<file path="config.mk">
export PLATFORM = sky130hd
export DESIGN_NAME = noobs_dmem_bridge
export DESIGN_NICKNAME = d
export VERILOG_FILES = /design/src/rtl/noobs_io_pkg.sv /design/src/rtl/noobs_uart_tx.sv /design/src/rtl/noobs_dmem_bridge.sv
export SDC_FILE = /design/constraint.sdc
export NUM_CORES = 1
export LEC_CHECK = 0
export ABC_AREA = 1
export CAP_MARGIN = 40
export CORE_ASPECT_RATIO = 2
export CORE_MARGIN = 4
export CORE_UTILIZATION = 55
export CTS_CLUSTER_DIAMETER = 200
export DETAILED_ROUTE_END_ITERATION = 12
export PLACE_DENSITY = 0.81
export SLEW_MARGIN = 20
export SYNTH_ARGS = -nofsm -noshare
export SYNTH_HDL_FRONTEND = slang
export SYNTH_SLANG_ARGS = --single-unit
</file>
<file path="constraint.sdc">
create_clock -name clk -period 3.8 [get_ports clk]
set_input_delay 1.14 -clock clk [delete_from_list [all_inputs] [get_ports clk]]
set_output_delay 1.14 -clock clk [all_outputs]
set_load 0.05 [all_outputs]
</file>
<file path="src/rtl/noobs_io_pkg.sv">
// Shared definitions for the data-memory bridge: MMIO address map,
// STATUS bit positions and the UART serializer state encoding.
package noobs_io_pkg;

  localparam logic [11:0] ADDR_MMIO_BASE = 12'hF00;
  localparam logic [11:0] ADDR_GPIO_OUT  = 12'hF00;
  localparam logic [11:0] ADDR_GPIO_IN   = 12'hF01;
  localparam logic [11:0] ADDR_UART_DATA = 12'hF02;
  localparam logic [11:0] ADDR_STATUS    = 12'hF03;
  localparam logic [11:0] ADDR_TMR_LO    = 12'hF04;
  localparam logic [11:0] ADDR_TMR_HI    = 12'hF05;

  localparam int ST_FULL  = 0;
  localparam int ST_EMPTY = 1;
  localparam int ST_BUSY  = 2;
  localparam int ST_OVF   = 3;
  localparam int ST_ERR   = 4;

  typedef enum logic [1:0] {
    TX_IDLE  = 2'd0,
    TX_START = 2'd1,
    TX_DATA  = 2'd2,
    TX_STOP  = 2'd3
  } tx_state_e;

endpackage

</file>
<file path="src/rtl/noobs_uart_tx.sv">
// UART transmit path: small byte FIFO feeding an 8N1 serializer.
// The serializer pops the FIFO head on the same edge it leaves IDLE.
module noobs_uart_tx
  import noobs_io_pkg::*;
#(
  parameter int CLK_DIV    = 16,
  parameter int FIFO_DEPTH = 4
) (
  input  logic       clk,
  input  logic       reset,
  input  logic       push_req,
  input  logic [7:0] push_data,
  output logic       fifo_full,
  output logic       fifo_empty,
  output logic       tx_busy,
  output logic       ovf_pulse,
  output logic       uart_tx
);

  localparam int PTR_W = (FIFO_DEPTH > 1) ? $clog2(FIFO_DEPTH) : 1;
  localparam int CNT_W = $clog2(FIFO_DEPTH + 1);
  localparam logic [PTR_W-1:0] PTR_LAST = PTR_W'(FIFO_DEPTH - 1);
  localparam logic [CNT_W-1:0] CNT_FULL = CNT_W'(FIFO_DEPTH);
  localparam logic [7:0]       DIV_LAST = 8'(CLK_DIV - 1);

  logic [7:0]       mem_q [FIFO_DEPTH];
  logic [PTR_W-1:0] wr_ptr_q, wr_ptr_d;
  logic [PTR_W-1:0] rd_ptr_q, rd_ptr_d;
  logic [CNT_W-1:0] cnt_q, cnt_d;

  tx_state_e        state_q, state_d;
  logic [7:0]       baud_q, baud_d;
  logic [2:0]       bit_q, bit_d;
  logic [7:0]       shreg_q, shreg_d;

  logic push, pop, baud_done;

  assign fifo_full  = (cnt_q == CNT_FULL);
  assign fifo_empty = (cnt_q == '0);
  // Fullness is judged on the count before any pop in the same cycle.
  assign push       = push_req & ~fifo_full;
  assign ovf_pulse  = push_req & fifo_full;
  assign tx_busy    = (state_q != TX_IDLE);
  assign baud_done  = (baud_q == DIV_LAST);

  always_comb begin
    wr_ptr_d = wr_ptr_q;
    rd_ptr_d = rd_ptr_q;
    cnt_d    = cnt_q;
    if (push) wr_ptr_d = (wr_ptr_q == PTR_LAST) ? '0 : wr_ptr_q + 1'b1;
    if (pop)  rd_ptr_d = (rd_ptr_q == PTR_LAST) ? '0 : rd_ptr_q + 1'b1;
    case ({push, pop})
      2'b10:   cnt_d = cnt_q + 1'b1;
      2'b01:   cnt_d = cnt_q - 1'b1;
      default: cnt_d = cnt_q;
    endcase
  end

  always_comb begin
    state_d = state_q;
    baud_d  = baud_q;
    bit_d   = bit_q;
    shreg_d = shreg_q;
    pop     = 1'b0;
    case (state_q)
      TX_IDLE: begin
        if (!fifo_empty) begin
          pop     = 1'b1;
          shreg_d = mem_q[rd_ptr_q];
          baud_d  = '0;
          state_d = TX_START;
        end
      end
      TX_START: begin
        if (baud_done) begin
          baud_d  = '0;
          bit_d   = '0;
          state_d = TX_DATA;
        end else begin
          baud_d = baud_q + 8'd1;
        end
      end
      TX_DATA: begin
        if (baud_done) begin
          baud_d  = '0;
          shreg_d = {1'b0, shreg_q[7:1]};
          if (bit_q == 3'd7) state_d = TX_STOP;
          else               bit_d   = bit_q + 3'd1;
        end else begin
          baud_d = baud_q + 8'd1;
        end
      end
      TX_STOP: begin
        if (baud_done) begin
          baud_d  = '0;
          state_d = TX_IDLE;
        end else begin
          baud_d = baud_q + 8'd1;
        end
      end
      default: state_d = TX_IDLE;
    endcase
  end

  // Line level decoded from state so reset forces it high without a clock.
  always_comb begin
    uart_tx = 1'b1;
    case (state_q)
      TX_START: uart_tx = 1'b0;
      TX_DATA:  uart_tx = shreg_q[0];
      default:  uart_tx = 1'b1;
    endcase
  end

  always_ff @(posedge clk or posedge reset) begin
    if (reset) begin
      wr_ptr_q <= '0;
      rd_ptr_q <= '0;
      cnt_q    <= '0;
      state_q  <= TX_IDLE;
      baud_q   <= '0;
      bit_q    <= '0;
    end else begin
      wr_ptr_q <= wr_ptr_d;
      rd_ptr_q <= rd_ptr_d;
      cnt_q    <= cnt_d;
      state_q  <= state_d;
      baud_q   <= baud_d;
      bit_q    <= bit_d;
    end
  end

  always_ff @(posedge clk) begin
    shreg_q <= shreg_d;
    if (push) mem_q[wr_ptr_q] <= push_data;
  end

endmodule

</file>
<file path="src/rtl/noobs_dmem_bridge.sv">
// CPU data-port bridge: routes accesses to synchronous RAM or to the MMIO
// block (GPIO, status, free-running timer, UART transmitter).
module noobs_dmem_bridge
  import noobs_io_pkg::*;
#(
  parameter int CLK_DIV    = 16,
  parameter int FIFO_DEPTH = 4
) (
  input  logic        clk,
  input  logic        reset,
  input  logic [11:0] m_addr,
  input  logic [7:0]  m_wr_data,
  output logic [7:0]  m_rd_data,
  input  logic        m_en,
  input  logic        m_rd,
  input  logic        m_wr,
  output logic [11:0] ram_addr,
  output logic [7:0]  ram_wr_data,
  input  logic [7:0]  ram_rd_data,
  output logic        ram_en,
  output logic        ram_wr,
  output logic [7:0]  gpio_out,
  input  logic [7:0]  gpio_in,
  output logic        uart_tx
);

  logic acc_vld, is_ram, rd_vld, wr_vld, both_err, status_wr, uart_push;
  logic fifo_full, fifo_empty, tx_busy, ovf_pulse;
  logic [7:0] status, mmio_rd_val;

  logic [7:0]  gpio_out_q, gpio_out_d;
  logic [7:0]  gpio_s1_q, gpio_s1_d;
  logic [7:0]  gpio_s2_q, gpio_s2_d;
  logic [15:0] tmr_q, tmr_d;
  logic [7:0]  tmr_hi_q, tmr_hi_d;
  logic        ovf_q, ovf_d;
  logic        err_q, err_d;
  logic        rd_pend_q, rd_pend_d;
  logic [7:0]  rd_data_q, rd_data_d;

  assign acc_vld   = m_en & (m_rd ^ m_wr);
  assign both_err  = m_en & m_rd & m_wr;
  assign is_ram    = (m_addr < ADDR_MMIO_BASE);
  assign rd_vld    = acc_vld & m_rd;
  assign wr_vld    = acc_vld & m_wr;
  assign status_wr = wr_vld & (m_addr == ADDR_STATUS);
  assign uart_push = wr_vld & (m_addr == ADDR_UART_DATA);

  assign ram_en      = acc_vld & is_ram;
  assign ram_wr      = ram_en & m_wr;
  assign ram_addr    = m_addr;
  assign ram_wr_data = m_wr_data;

  assign gpio_out = gpio_out_q;
  assign status   = {3'b000, err_q, ovf_q, tx_busy, fifo_empty, fifo_full};

  // RAM data is passed straight through in the response cycle, then held.
  assign m_rd_data = rd_pend_q ? ram_rd_data : rd_data_q;

  always_comb begin
    mmio_rd_val = 8'h00;
    case (m_addr)
      ADDR_GPIO_OUT: mmio_rd_val = gpio_out_q;
      ADDR_GPIO_IN:  mmio_rd_val = gpio_s2_q;
      ADDR_STATUS:   mmio_rd_val = status;
      ADDR_TMR_LO:   mmio_rd_val = tmr_q[7:0];
      ADDR_TMR_HI:   mmio_rd_val = tmr_hi_q;
      default:       mmio_rd_val = 8'h00;
    endcase
  end

  always_comb begin
    gpio_out_d = gpio_out_q;
    gpio_s1_d  = gpio_in;
    gpio_s2_d  = gpio_s1_q;
    tmr_d      = tmr_q + 16'd1;
    tmr_hi_d   = tmr_hi_q;
    ovf_d      = ovf_q | ovf_pulse;
    err_d      = err_q | both_err;
    rd_pend_d  = rd_vld & is_ram;
    rd_data_d  = rd_data_q;

    if (wr_vld && m_addr == ADDR_GPIO_OUT) gpio_out_d = m_wr_data;
    if (wr_vld && m_addr == ADDR_TMR_LO)   tmr_d      = 16'h0000;
    if (rd_vld && m_addr == ADDR_TMR_LO)   tmr_hi_d   = tmr_q[15:8];
    if (status_wr && m_wr_data[ST_OVF])    ovf_d      = 1'b0;
    if (status_wr && m_wr_data[ST_ERR])    err_d      = 1'b0;

    if (rd_pend_q)          rd_data_d = ram_rd_data;
    if (rd_vld && !is_ram)  rd_data_d = mmio_rd_val;
  end

  always_ff @(posedge clk or posedge reset) begin
    if (reset) begin
      gpio_out_q <= 8'h00;
      gpio_s1_q  <= 8'h00;
      gpio_s2_q  <= 8'h00;
      tmr_q      <= 16'h0000;
      tmr_hi_q   <= 8'h00;
      ovf_q      <= 1'b0;
      err_q      <= 1'b0;
      rd_pend_q  <= 1'b0;
      rd_data_q  <= 8'h00;
    end else begin
      gpio_out_q <= gpio_out_d;
      gpio_s1_q  <= gpio_s1_d;
      gpio_s2_q  <= gpio_s2_d;
      tmr_q      <= tmr_d;
      tmr_hi_q   <= tmr_hi_d;
      ovf_q      <= ovf_d;
      err_q      <= err_d;
      rd_pend_q  <= rd_pend_d;
      rd_data_q  <= rd_data_d;
    end
  end

  noobs_uart_tx #(
    .CLK_DIV   (CLK_DIV),
    .FIFO_DEPTH(FIFO_DEPTH)
  ) u_uart_tx (
    .clk       (clk),
    .reset     (reset),
    .push_req  (uart_push),
    .push_data (m_wr_data),
    .fifo_full (fifo_full),
    .fifo_empty(fifo_empty),
    .tx_busy   (tx_busy),
    .ovf_pulse (ovf_pulse),
    .uart_tx   (uart_tx)
  );

endmodule

</file>
=== Yosys cells after proc, flatten, opt, wreduce, memory -nomap -nowiden ===
Memory sizes are Yosys's and may differ from the RTL's.
Index checks and enable logic that the tools add are counted.

* Word-level logic and storage cells: 110
* Output and inout port bits: 39
* Bits in writable memories: 32
* Memories: 1
* Register bits after elaboration: 87
* Input port bits: 41

{| class="wikitable"
|+ Memories
! memory !! words !! bits a word !! read ports !! clocked after Yosys merged registers in !! write ports !! RTL line !! RTL
|-
| u_uart_tx.mem_q || 4 || 8 || 1 || 0 || 1 || noobs_uart_tx.sv:26 || <nowiki>logic [7:0] mem_q [FIFO_DEPTH];</nowiki>
|}

* Mux-type cells: 30
* Equality and inequality tests: 22
* Bitwise operators: 16
* $lt $le $gt $ge: 1
* Add/sub/neg operators: 7
* Reductions and logical operators: 17

{| class="wikitable"
|+ Operators by type and width
! cell !! number
|-
| equality test 12 bit (second input constant) || 6
|-
| 2-to-1 mux 8 bit || 6
|-
| case mux 8 bit (5 select lines) || 1
|-
| case mux 8 bit (2 select lines) || 2
|-
| adder 16 x 1 -> 16 bit (second input constant) || 1
|-
| 2-to-1 mux 16 bit || 1
|-
| 2-to-1 mux 2 bit || 7
|-
| AND 1 bit || 12
|-
| < comparator 12 bit (second input constant) || 1
|-
| case mux 3 bit (2 select lines) || 2
|-
| equality test 2 bit (second input constant) || 5
|-
| 2-to-1 mux 3 bit || 3
|-
| adder 8 x 1 -> 8 bit (second input constant) || 1
|-
| equality test 8 x 4 -> 1 bit (second input constant) || 1
|-
| != test 2 x 1 -> 1 bit (second input constant) || 4
|-
| case mux 2 bit (4 select lines) || 1
|-
| nonzero test 2 bit || 4
|-
| adder 3 x 1 -> 3 bit (second input constant) || 2
|-
| equality test 3 bit (second input constant) || 2
|-
| logical AND 1 bit || 6
|-
| 2-to-1 mux 1 bit || 6
|-
| AND reduction 5 bit || 1
|-
| adder 2 x 1 -> 2 bit (second input constant) || 2
|-
| equality test 2 x 1 -> 1 bit (second input constant) || 2
|-
| other kinds (12) || 14
|}

=== Logic depth before layout (Yosys ltp) ===
* Depth after elaboration: 7
* Depth in mapped cells: 14
* Gate-level depth less buffers: 13

=== By module ===
From an unflattened synthesis, not the netlist that was laid out.

* Cells, all modules: 643
* Area, all modules: 5,920.7 um^2

{| class="wikitable"
|+ Modules (own cells, without submodules)
! module !! seq. area each (um^2) !! instances !! cells each !! area an instance (um^2)
|-
| noobs_dmem_bridge || 1,476.4 || 1 || 364 || 3,100.5
|-
| noobs_uart_tx || 1,701.6 || 1 || 279 || 2,820.2
|}

=== Least setup slack after synthesis ===
Ideal clock, no wire load.

* Path kind: input to output
* Start: input m_addr[9]
* End: output ram_en
* Path buffers: 1
* Setup slack: -0.022 ns
* Data required time: 2.660 ns
* Cell stages on the path: 4
* Arrival: 2.682 ns
* Cells stage by stage: nand2_1 nor2_4 clkbuf_1 a211oi_1

* Longest elaborated chain between the ends: 2

{| class="wikitable"
|+ Ends and longest elaborated chain
! item !! RTL line !! RTL
|-
| start, declared || noobs_dmem_bridge.sv:11 || <nowiki>input logic [11:0] m_addr,</nowiki>
|-
| < comparator 12 bit || noobs_dmem_bridge.sv:43 || <nowiki>assign is_ram = (m_addr < ADDR_MMIO_BASE);</nowiki>
|-
| AND 1 bit || noobs_dmem_bridge.sv:49 || <nowiki>assign ram_en = acc_vld & is_ram;</nowiki>
|-
| end, declared || noobs_dmem_bridge.sv:20 || <nowiki>output logic ram_en,</nowiki>
|}

No other way between the ends.

=== Final worst setup path ===
* Start: register u_uart_tx.state_q[0]
* End: output uart_tx

* Longest elaborated chain between the ends: 2
* Elaborated cells on any way between the ends: 3
* Classes of those cells: 2 x eq/ne; 1 x mux

{| class="wikitable"
|+ Ends and longest elaborated chain
! item !! RTL line !! RTL
|-
| start, declared || noobs_uart_tx.sv:31 || <nowiki>tx_state_e state_q, state_d;</nowiki>
|-
| start signal, assigned || noobs_uart_tx.sv:127 || <nowiki>state_q <= state_d;</nowiki>
|-
| equality test 2 bit or equality test 2 x 1 -> 1 bit (tied branches) || noobs_uart_tx.sv:108 || <nowiki>case (state_q)</nowiki>
|-
| case mux 1 bit (2 select lines) * || noobs_uart_tx.sv:108 ||
|-
| end, declared || noobs_dmem_bridge.sv:24 || <nowiki>output logic uart_tx</nowiki>
|}

Mark *: on every way between the ends. The rest lies on a longest branch, timed or not.

==> impl_metrics.csv <==
group,metric,value,unit
run_status,outcome,"complete, no violations",
routing,routed_wl,14.3,mm
synthesis,syn-cell-area,0.00570,mm2
hold_path,min_path_cells,0,
cells_and_area,nNetsFinal,747,
placement,hpwl,10.5,mm
synthesis,synth_area_per_cell,9.25,um2
synthesis,synth_cell_types,39,
power_and_ir_drop,power_frac_clock,36.8,%
clocking,cts_root_buf,"clkbuf_16",
synthesis,synth_top_cell_by_area,"dfrtp_1",
die,ios,80,
cells_and_area,antennaDiodeCount,0,
setup_path,required,2.66,ns
synthesis,ys_ff_latch,119,
routing,wire_per_inst,17.1,um
timing,slew_headroom,38.2,%
routing,firstDrtPassIters,5,
timing,period_minus_slack,3.58,ns
hold_path,min_to,"gpio_s2_q[6]",
clocking,numCtsBuffers,17,
setup_path,startpoint_type,"register",
run,maxCapViolCount,0,
power_and_ir_drop,switchingPower,0.00142,W
die,start_util,56.1,%
power_and_ir_drop,p_total,0.00433,W
power_and_ir_drop,swShare,32.8,%
power_and_ir_drop,comb_power_share,24.7,%
synthesis,synth_top_cell_area_share,34.7,%
cells_and_area,drive_above_1_share,14.9,%
global_route,grt_usage,25.1,%
timing,finalCritPeriodShare,94.3,%
hold_path,min_path_type,"reg2reg",
placement,place_congestion,1.02,
power_and_ir_drop,p_leak,3.29,nW
timing,finalSetupViolCount,0,
timing,worst_slew_pin_slew,0.927,ns
synthesis,synth-main-ff-cell,"dfrtp_1",
synthesis,netlist_instances,616,
clocking,clockBufferDepth,2,
setup_path,path_max_fanout,8,
power_and_ir_drop,p_per_area,595,mW/mm2
clocking,cts_max_level,4,
global_route,grt-ovfl-total,0,
cells_and_area,mostFrequentLayoutCells,"112 x nand2_1, 82 x nor2_1, 79 x dfrtp_1, 63 x inv_1, 57 x nand3_1",
synthesis,async_flop_share,66.4,%
global_route,antenna_found_initial,0,
power_and_ir_drop,ir_drop,0.000397,V
setup_path,cpPeakStageDelay,0.79,ns
global_route,grt_max_degree,30,
routing,vias_per_cell,5.54,
setup_path,worstSetupPathType,"reg2out",
routing,first_iter_violations,335,
clocking,cts_resized,0,
clocking,cts.hold.buffers_added,0,
synthesis,ys_warn_count,0,
timing,drv_slew,0,
clocking,clkTransAtPathRegs,0.05,ns
setup_path,worst_setup_path_end_kind,"output pin",
placement,port_buffers,79,
routing,vias,4645,
clocking,postCtsSetupBuffers,0,
routing,antenna_left,0,
clocking,tritoncts,"done",
timing,fin_tns_setup,0,ns
die,die_h,152,um
timing,hold_viol_final,0,
die,die_x,80.0,um
setup_path,cp_slowest_cell,"clkdlybuf4s50_1",
clocking,clock-sinks,119,
die,dieArea,0.0122,mm2
global_route,grt_pass1_wl,23.2,mm
setup_path,worstReg2RegEnd,"u_uart_tx.cnt_q[2]",
hold_path,hp-start,"gpio_s1_q[6]",
power_and_ir_drop,seqPwrFrac,38.4,%
synthesis,synth-edff-count,40,
cells_and_area,area_growth,27.8,%
synthesis,synth.area.top_cells,"dfrtp_1 35%, edfxtp_1 21%, nand2_1 7.4%",
cells_and_area,layout_commonest_cell,"nand2_1",
setup_path,ff2ff_path_depth,10,
setup_path,reg2reg_from,"u_uart_tx.state_q[0]",
synthesis,yosysSeqAreaShare,55.8,%
setup_path,crit_arrival,2.44,ns
clocking,worstSkewPairLatency,0.41,ns
timing,max_freq,279,MHz
synthesis,synth_nets,673,
setup_path,worst-r2r-setup-slack,1.17,ns
power_and_ir_drop,intPower,0.00291,W
timing,fin_skew,0.00641,ns
timing,rsz0062_at_grt,"false",
global_route,grt_pass1_vias,4740,
routing,drc,0,
die,rows,52,
die,core-area,0.0101,mm2
setup_path,cp_cell_sequence,"inv_1 > ha_1 > or2_2 > nand2_1 > clkdlybuf4s50_1",
[power groups by stage]
stage / logic, W / clock network [W] / registers [W]
6_report: 0.00107 / 0.00160 / 0.00167
5_1_grt: 0.00118 / 0.00167 / 0.00168
4_1_cts: 0.00107 / 0.00162 / 0.00167
3_5_place_dp: 0.00105 / 0 / 0.00169
3_3_place_gp: 0.00100 / 0 / 0.00167
2_1_floorplan: 0.000753 / 0 / 0.00161
[state kept, by name, summed over array words and instances, names as in the netlist, 2 cells and up]
name,count
gpio_out,8
gpio_s1_q,8
gpio_s2_q,8
rd_data_q,8
tmr_hi_q,8
tmr_q,16
u_uart_tx.baud_q,8
u_uart_tx.bit_q,3
u_uart_tx.cnt_q,3
u_uart_tx.mem_q,32
u_uart_tx.rd_ptr_q,2
u_uart_tx.shreg_q,8
u_uart_tx.state_q,2
u_uart_tx.wr_ptr_q,2
[per-layer routing]
layer  track usage [%]  routed length [um]
met4              13.2                 742
met5                 0                   0
met1              25.4                4720
met2              46.2                8210
met3              5.33                 663
[final cells by class]
class	count	area [um2]
Clock buffer	17	425
Clock inverter	15	165
Fill cell	752	2870
Inverter	67	251
Multi-Input combinational cell	395	2040
Sequential cell	119	3180
Tap cell	135	169
Timing Repair Buffer	90	1050
[per-stage QoR]
stage / utilization, % / instances / setup slack (ns) / hold WS [ns] / area [um2]
CTS: 71.7 / 838 / 0.213 / 0.350 / 7280
finish: 71.7 / 838 / 0.218 / 0.349 / 7280
floorplan: - / 616 / 0.460 / 0.331 / 5700
global route: 71.7 / 838 / 0.134 / 0.355 / 7280
global placement: 65.9 / 806 / 0.388 / 0.333 / 6690
detailed placement: 65.9 / 806 / 0.306 / 0.337 / 6690
[worst max path at each step]
| stage | slack, ns | startpoint | endpoint |
|---|---|---|---|
| after floorplan | 0.46 | m_addr[9] | ram_en |
| after global placement | 0.39 | m_addr[3] | u_uart_tx.cnt_q[2] |
| after detailed placement | 0.31 | m_addr[3] | u_uart_tx.cnt_q[2] |
| after global routing | 0.13 | u_uart_tx.state_q[0] | uart_tx |
| final | 0.22 | u_uart_tx.state_q[0] | uart_tx |
| after CTS | 0.21 | u_uart_tx.state_q[0] | uart_tx |
[kinds of logic after synthesis]
kind of cell,after synthesis,synth area share (%)
DFF,119,55.8
muxes,8,1.58
AOI/OAI and AO/OA,81,8.10
buffers and inverters,102,8.45
xor gates and xnor gates,6,0.922
and+or+nand+nor,284,21.5
adders and majority gates,16,3.65
[worst max-delay path, delay by kind of cell (launching register included)]
family                     cells  cell delay, ns
adders and majority gates      1            0.31
buffers and inverters          2            0.90
DFF                            1            0.41
and+or+nand+nor                2            0.42
[Yosys cell counts, types with 2 or more instances]
| library cell | instances |
|---|---|
| ha_1 | 15 |
| or2_2 | 2 |
| xor2_1 | 5 |
| buf_6 | 2 |
| inv_2 | 2 |
| nand2_2 | 5 |
| inv_1 | 64 |
| o22ai_1 | 3 |
| a21oi_1 | 11 |
| nand4_1 | 9 |
| o21ai_0 | 46 |
| a31oi_1 | 7 |
| nor2_1 | 82 |
| nor3_1 | 8 |
| edfxtp_1 | 40 |
| nand2_1 | 112 |
| mux2_2 | 8 |
| buf_4 | 20 |
| buf_2 | 7 |
| dfrtp_1 | 79 |
| nor2_4 | 3 |
| nand3_1 | 57 |
| o21ai_2 | 8 |
| nor2_2 | 2 |
| clkbuf_1 | 5 |
Note: power is estimated with default switching activity, not from simulation.
